`src/rtl/boot_ram_loader.sv`:
```
// Boot image loader: takes bytes from the flash reader and writes them into
// the Z8S180 external SRAM at consecutive addresses, holding the CPU in reset
// while it owns the bus. Releases bus and CPU on success; latches an error and
// keeps the CPU in reset on a short stream or receive overflow.
module boot_ram_loader #(
    parameter int                    NUM_BYTES     = 16,
    parameter int                    ADDR_WIDTH    = 20,
    parameter logic [ADDR_WIDTH-1:0] RAM_BASE_ADDR = '0,
    parameter int                    WE_PULSE_CLKS = 2
) (
    input  logic                  clock,
    input  logic                  reset_n,
    output logic                  flash_read_en,
    input  logic                  flash_read_active,
    input  logic                  flash_tValid,
    input  logic [7:0]            flash_tData,
    output logic [ADDR_WIDTH-1:0] ram_addr,
    output logic [7:0]            ram_data,
    output logic                  ram_ce_n,
    output logic                  ram_we_n,
    output logic                  bus_own,
    output logic                  cpu_reset_n,
    output logic                  load_done,
    output logic                  load_error,
    output logic [7:0]            checksum
);

    // One spare bit so the byte counters can reach NUM_BYTES and still
    // saturate above it without wrapping back into the valid range.
    localparam int CW = $clog2(NUM_BYTES + 1) + 1;
    localparam int PW = (WE_PULSE_CLKS > 1) ? $clog2(WE_PULSE_CLKS) : 1;
    localparam logic [CW:0]   NB_EXT   = (CW+1)'(NUM_BYTES);
    localparam logic [CW-1:0] NB_CNT   = CW'(NUM_BYTES);
    localparam logic [PW-1:0] PULSE_LAST = PW'(WE_PULSE_CLKS - 1);

    typedef enum logic [2:0] {
        S_IDLE, S_REQ, S_WAIT, S_SETUP, S_PULSE, S_HOLD, S_DONE, S_ERROR
    } state_t;

    state_t state, state_nxt;

    logic [7:0]    fifo_mem [2];
    logic          fifo_wp, fifo_rp;
    logic [1:0]    fifo_cnt;
    logic [CW-1:0] rx_count, wr_count;
    logic [CW:0]   rx_total;
    logic [PW-1:0] pulse_cnt;
    logic          act_q;
    logic          rx_window, push_req, push, pop, overflow, short_err, err;
    logic          in_cycle;

    // Bytes are accepted only while a load is in progress.
    assign rx_window = (state == S_REQ) || (state == S_WAIT) || (state == S_SETUP) ||
                       (state == S_PULSE) || (state == S_HOLD);
    assign push_req  = flash_tValid && rx_window;
    assign overflow  = push_req && (fifo_cnt == 2'd2);
    assign push      = push_req && !overflow;
    assign rx_total  = {1'b0, rx_count} + {{CW{1'b0}}, push};
    // Reader went idle before the full image arrived (same-cycle push counts).
    assign short_err = rx_window && act_q && !flash_read_active && (rx_total < NB_EXT);
    assign err       = overflow || short_err;
    assign pop       = (state == S_WAIT) && (state_nxt == S_SETUP);
    assign in_cycle  = (state == S_SETUP) || (state == S_PULSE) || (state == S_HOLD);

    // State register.
    always_ff @(posedge clock or negedge reset_n) begin
        if (!reset_n) state <= S_IDLE;
        else          state <= state_nxt;
    end

    // Next-state logic; error detection overrides every normal transition.
    always_comb begin
        state_nxt = state;
        case (state)
            S_IDLE:  state_nxt = S_REQ;
            S_REQ:   if (flash_read_active) state_nxt = S_WAIT;
            S_WAIT: begin
                if (wr_count == NB_CNT)     state_nxt = S_DONE;
                else if (fifo_cnt != 2'd0)  state_nxt = S_SETUP;
            end
            S_SETUP: state_nxt = S_PULSE;
            S_PULSE: if (pulse_cnt == PULSE_LAST) state_nxt = S_HOLD;
            S_HOLD:  state_nxt = S_WAIT;
            default: state_nxt = state;
        endcase
        if (err) state_nxt = S_ERROR;
    end

    // Receive FIFO, counters, and the address/data latch for each write.
    always_ff @(posedge clock or negedge reset_n) begin
        if (!reset_n) begin
            fifo_mem[0] <= '0;
            fifo_mem[1] <= '0;
            fifo_wp     <= 1'b0;
            fifo_rp     <= 1'b0;
            fifo_cnt    <= '0;
            rx_count    <= '0;
            wr_count    <= '0;
            pulse_cnt   <= '0;
            act_q       <= 1'b0;
            ram_addr    <= '0;
            ram_data    <= '0;
            checksum    <= '0;
        end else begin
            act_q <= flash_read_active;
            if (push) begin
                fifo_mem[fifo_wp] <= flash_tData;
                fifo_wp           <= ~fifo_wp;
                if (rx_count != {CW{1'b1}}) rx_count <= rx_count + 1'b1;
            end
            if (pop) fifo_rp <= ~fifo_rp;
            case ({push, pop})
                2'b10:   fifo_cnt <= fifo_cnt + 2'd1;
                2'b01:   fifo_cnt <= fifo_cnt - 2'd1;
                default: fifo_cnt <= fifo_cnt;
            endcase
            // Address and data move only when a new write cycle starts.
            if (pop) begin
                ram_addr <= RAM_BASE_ADDR + ADDR_WIDTH'(wr_count);
                ram_data <= fifo_mem[fifo_rp];
            end
            if (state == S_SETUP)      pulse_cnt <= '0;
            else if (state == S_PULSE) pulse_cnt <= pulse_cnt + 1'b1;
            // An aborted cycle is neither counted nor summed.
            if (state == S_HOLD && state_nxt == S_WAIT) begin
                checksum <= checksum + ram_data;
                wr_count <= wr_count + 1'b1;
            end
        end
    end

    // Registered outputs. Strobes follow the current state one clock late so
    // address/data get a full clock of setup; status flags follow the next
    // state so DONE/ERROR become visible on the edge that enters them.
    always_ff @(posedge clock or negedge reset_n) begin
        if (!reset_n) begin
            flash_read_en <= 1'b0;
            ram_ce_n      <= 1'b1;
            ram_we_n      <= 1'b1;
            bus_own       <= 1'b1;
            cpu_reset_n   <= 1'b0;
            load_done     <= 1'b0;
            load_error    <= 1'b0;
        end else begin
            flash_read_en <= (state_nxt == S_REQ) || (state_nxt == S_WAIT) ||
                             (state_nxt == S_SETUP) || (state_nxt == S_PULSE) ||
                             (state_nxt == S_HOLD);
            // Entering ERROR drops both strobes at once, aborting any write.
            ram_ce_n      <= (state_nxt == S_ERROR) ? 1'b1 : !in_cycle;
            ram_we_n      <= (state_nxt == S_ERROR) ? 1'b1 : (state != S_PULSE);
            bus_own       <= (state_nxt != S_DONE);
            cpu_reset_n   <= (state_nxt == S_DONE);
            load_done     <= (state_nxt == S_DONE);
            load_error    <= (state_nxt == S_ERROR);
        end
    end

endmodule

```
`config.mk`:
```
export PLATFORM = sky130hd
export DESIGN_NAME = boot_ram_loader
export DESIGN_NICKNAME = d
export VERILOG_FILES = /design/src/rtl/boot_ram_loader.sv
export SDC_FILE = /design/constraint.sdc
export NUM_CORES = 1
export LEC_CHECK = 0
export BUFFER_PORTS_ARGS = -buffer_cell sky130_fd_sc_hd__buf_2
export CAP_MARGIN = 5
export CORE_MARGIN = 3
export CORE_UTILIZATION = 40
export CTS_CLUSTER_DIAMETER = 40
export CTS_CLUSTER_SIZE = 30
export DETAILED_ROUTE_END_ITERATION = 16
export GPL_TIMING_DRIVEN = 0
export PLACE_DENSITY = 0.59
export SLEW_MARGIN = 20
export SYNTH_ARGS = -nofsm -noshare
export SYNTH_HDL_FRONTEND = slang
export SYNTH_SLANG_ARGS = --single-unit
```
`constraint.sdc`:
```
create_clock -name clock -period 3.71 [get_ports clock]
set_input_delay 0.5565 -clock clock [delete_from_list [all_inputs] [get_ports clock]]
set_output_delay 0.5565 -clock clock [all_outputs]
set_load 0.005 [all_outputs]
```
==> flow_metrics.env <==
export IMPL_synth_edf_count=0
export IMPL_die_height_um=95.4
export IMPL_rr_worst_depth=11
export IMPL_drive_gt1_frac=0.375
export IMPL_endpoint="fifo_cnt[1]"
export IMPL_layout_cells_non_filler=435
export IMPL_die_area_um2=9110
export IMPL_routabilityCongestion=0.829
export IMPL_vias=2085
export IMPL_slew_viol_final=0
export IMPL_area_growth_pct=18.9
export IMPL_synth_top_flop_cell="dfrtp_1"
export IMPL_status="completed"
export IMPL_drv_cap=0
export IMPL_rows=31
export IMPL_routedWlPerCell_um=13.1
export IMPL_yosys_area_share_xor_xnor=0.0493
export IMPL_r2r_end="fifo_cnt[1]"
export IMPL_reg2reg_slack_ns=1.16
export IMPL_worst_path_stages=11
export IMPL_insertion_delay_ns=0.33
export IMPL_antenna_found_initial=0
export IMPL_place_hpwl_mm=4.10
export IMPL_synthesis_area_um2=3200
export IMPL_insertedDiodeCount=0
export IMPL_slowest_stage="or4_4"
export IMPL_cp_end_kind="flop"
export IMPL_clkTransAtPathRegs_ns=0.08
export IMPL_grt_usage=0.138
export IMPL_ys_seq_area_frac=0.510
export IMPL_dp_cells=419
export IMPL_drc_errors=0
export IMPL_power_leakage_nw=1.99
export IMPL_rsz0062_at_grt="false"
export IMPL_cpPeakStageDelay_ns=0.48
export IMPL_cts_root_buf="clkbuf_8"
export IMPL_hold_violations=0
export IMPL_muxShareOfSynthArea=0.158
export IMPL_cts_tree="yes"
export IMPL_post_cts_resized=0
export IMPL_syn_inst=266
export IMPL_postCtsSetupBuffers=0
export IMPL_timing_fmax_ghz=0.392
export IMPL_layout_commonest_cell="dfrtp_1"
export IMPL_worstHoldPathType="in -> async"
export IMPL_cp_num_buf_inv=4
export IMPL_vias_per_cell=4.79
export IMPL_grt_pass1_vias=1940
export IMPL_synth_compound_area_share=0.0696
export IMPL_r2r_start="wr_count[0]"
export IMPL_drt_total_wl_mm=5.71
export IMPL_ys_seq_elements=65
export IMPL_critPathKind="reg -> reg"
export IMPL_ios=55
export IMPL_cp_top_family="simple AND/OR/NAND/NOR gates"
export IMPL_gr_total_overflow=0
export IMPL_cts_hold_buffers=0
export IMPL_cp_max_fo=10
export IMPL_crit_arrival_ns=2.81
export IMPL_synth_simple_area_share=0.0970
export IMPL_place_port_buffers=40
export IMPL_critPathLaunchType="flop"
export IMPL_crit_start="wr_count[0]"
export IMPL_crit_required_ns=3.97
export IMPL_finalSetupViolations=0
export IMPL_fin_crit_ns=2.55
export IMPL_fp_dieW_um=95.4
export IMPL_syn_area_per_cell_um2=12.0
export IMPL_clock_sinks=65
export IMPL_tightestPinTransition_ns=0.739
export IMPL_start_util=0.427
export IMPL_final_nets=355
export IMPL_path_cells="inv_1, ha_1, and4b_4, or4_4, nand2b_4, buf_6, buf_12, inv_1, ha_1, nor2_1, xor2_1"
export IMPL_synth_fa_ha_area_frac=0.0493
export IMPL_detailedRoute_firstIterationViolations=53
export IMPL_finalClockSkew_ns=0.00874
export IMPL_firstDrtPassIters=4
export IMPL_powerDensity_nw_per_um2=368
export IMPL_clockBufferDepth=2
export IMPL_numCtsBuffers=9
export IMPL_core_area_um2=7490
export IMPL_synth_warnings=0
export IMPL_synth_top_family_by_area="multiplexers"
export IMPL_maxSlewHeadroom=0.505
export IMPL_grt_pass1_wl_mm=9.57
export IMPL_tns_ns=0
export IMPL_grt_max_degree=46
export IMPL_vdd_drop_max_mv=0.178
export IMPL_cts_htree_levels=3
export IMPL_async_reset_ff_frac=1.00
export IMPL_final_cell_mix="dfrtp_1 (62), buf_2 (41), mux2_2 (33)"
export IMPL_fin_crit_sh=0.687
export IMPL_synth_cell_types=45
export IMPL_ant_nets=0
stage by stage:
stage / worst slack [ns] / hold WS [ns] / utilization / total power, mW / instance area, µm²
after global placement: 1.12 / 0.459 / 0.477 / 0.799 / 3570
after detailed placement: 1.10 / 0.462 / 0.481 / 0.804 / 3600
after CTS: 1.15 / 0.103 / 0.508 / 1.42 / 3800
after global routing: 1.03 / 0.112 / 0.508 / 1.46 / 3800
final: 1.16 / 0.102 / 0.508 / 1.40 / 3800
after floorplan: 1.34 / 0.261 / - / 0.769 / 3250
area by class of cell:
cell class | instances | area, µm²
buffer | 23 | 173
clock buffer | 9 | 124
clock inverter | 7 | 77.6
fill | 670 | 3680
inverter | 10 | 37.5
multi-input combinational | 181 | 1410
sequential | 65 | 1630
tap | 99 | 124
timing repair buffer | 41 | 230
registers in the layout (all words and copies together), names as in the netlist:
register and count:
fifo_rp 1, fifo_cnt 2, pulse_cnt 1, ram_data 8
wr_count 6, load_done 1, flash_read_en 1, checksum 8
state 3, fifo_wp 1, load_error 1, bus_own 1
act_q 1, ram_we_n 1, ram_addr 6, ram_ce_n 1
fifo_mem 16, rx_count 6
synth_stat cells, drive strengths merged (4+ instances only):
cell type   n  share of area
nor2       15          0.018
nand2      16          0.019
a21oi       6         0.0094
nand4       5         0.0098
o21a        4         0.0094
buf        20          0.050
inv        10          0.012
nand3       6         0.0094
o21ai      10          0.016
mux2       40           0.15
nor3        4         0.0063
xor2       10          0.027
dfrtp      62           0.48
xnor2       8          0.022
ha         11          0.043
power by group:
part	switching, mW	internal (mW)	total (mW)
Combinational	0.0355	0.0308	0.0663
Sequential	0.00773	0.715	0.723
Clock	0.293	0.317	0.610
per-layer routing:
metal / global-route usage / part of all wire / up-vias
li1: - / - / 1035
met1: 0.192 / 0.47 / 983
met2: 0.198 / 0.45 / 55
met3: 0.0363 / 0.055 / 12
met4: 0.0652 / 0.018 / 0
met5: 0 / 0 / -
worst min path at each step:
stage                      from     endpoint  slack (ns)  depth (start not counted)
floorplan               reset_n        act_q        0.26                          0
global placement    checksum[7]  checksum[7]        0.46                          1
global route            reset_n    pulse_cnt        0.11                          1
detailed placement  checksum[7]  checksum[7]        0.46                          1
finish                  reset_n  rx_count[3]        0.10                          1
CTS                     reset_n  rx_count[3]        0.10                          1
cell families after synthesis:
logic type               Yosys count
flip-flops                        65
XOR/XNOR                          18
multiplexers                      43
other                              1
buffers and inverters             33
AO/OA/AOI/OAI                     34
adder cells (fa/ha/maj)           12
AND/OR/NAND/NOR                   60
No activity file was read; power rests on OpenSTA's default activity.
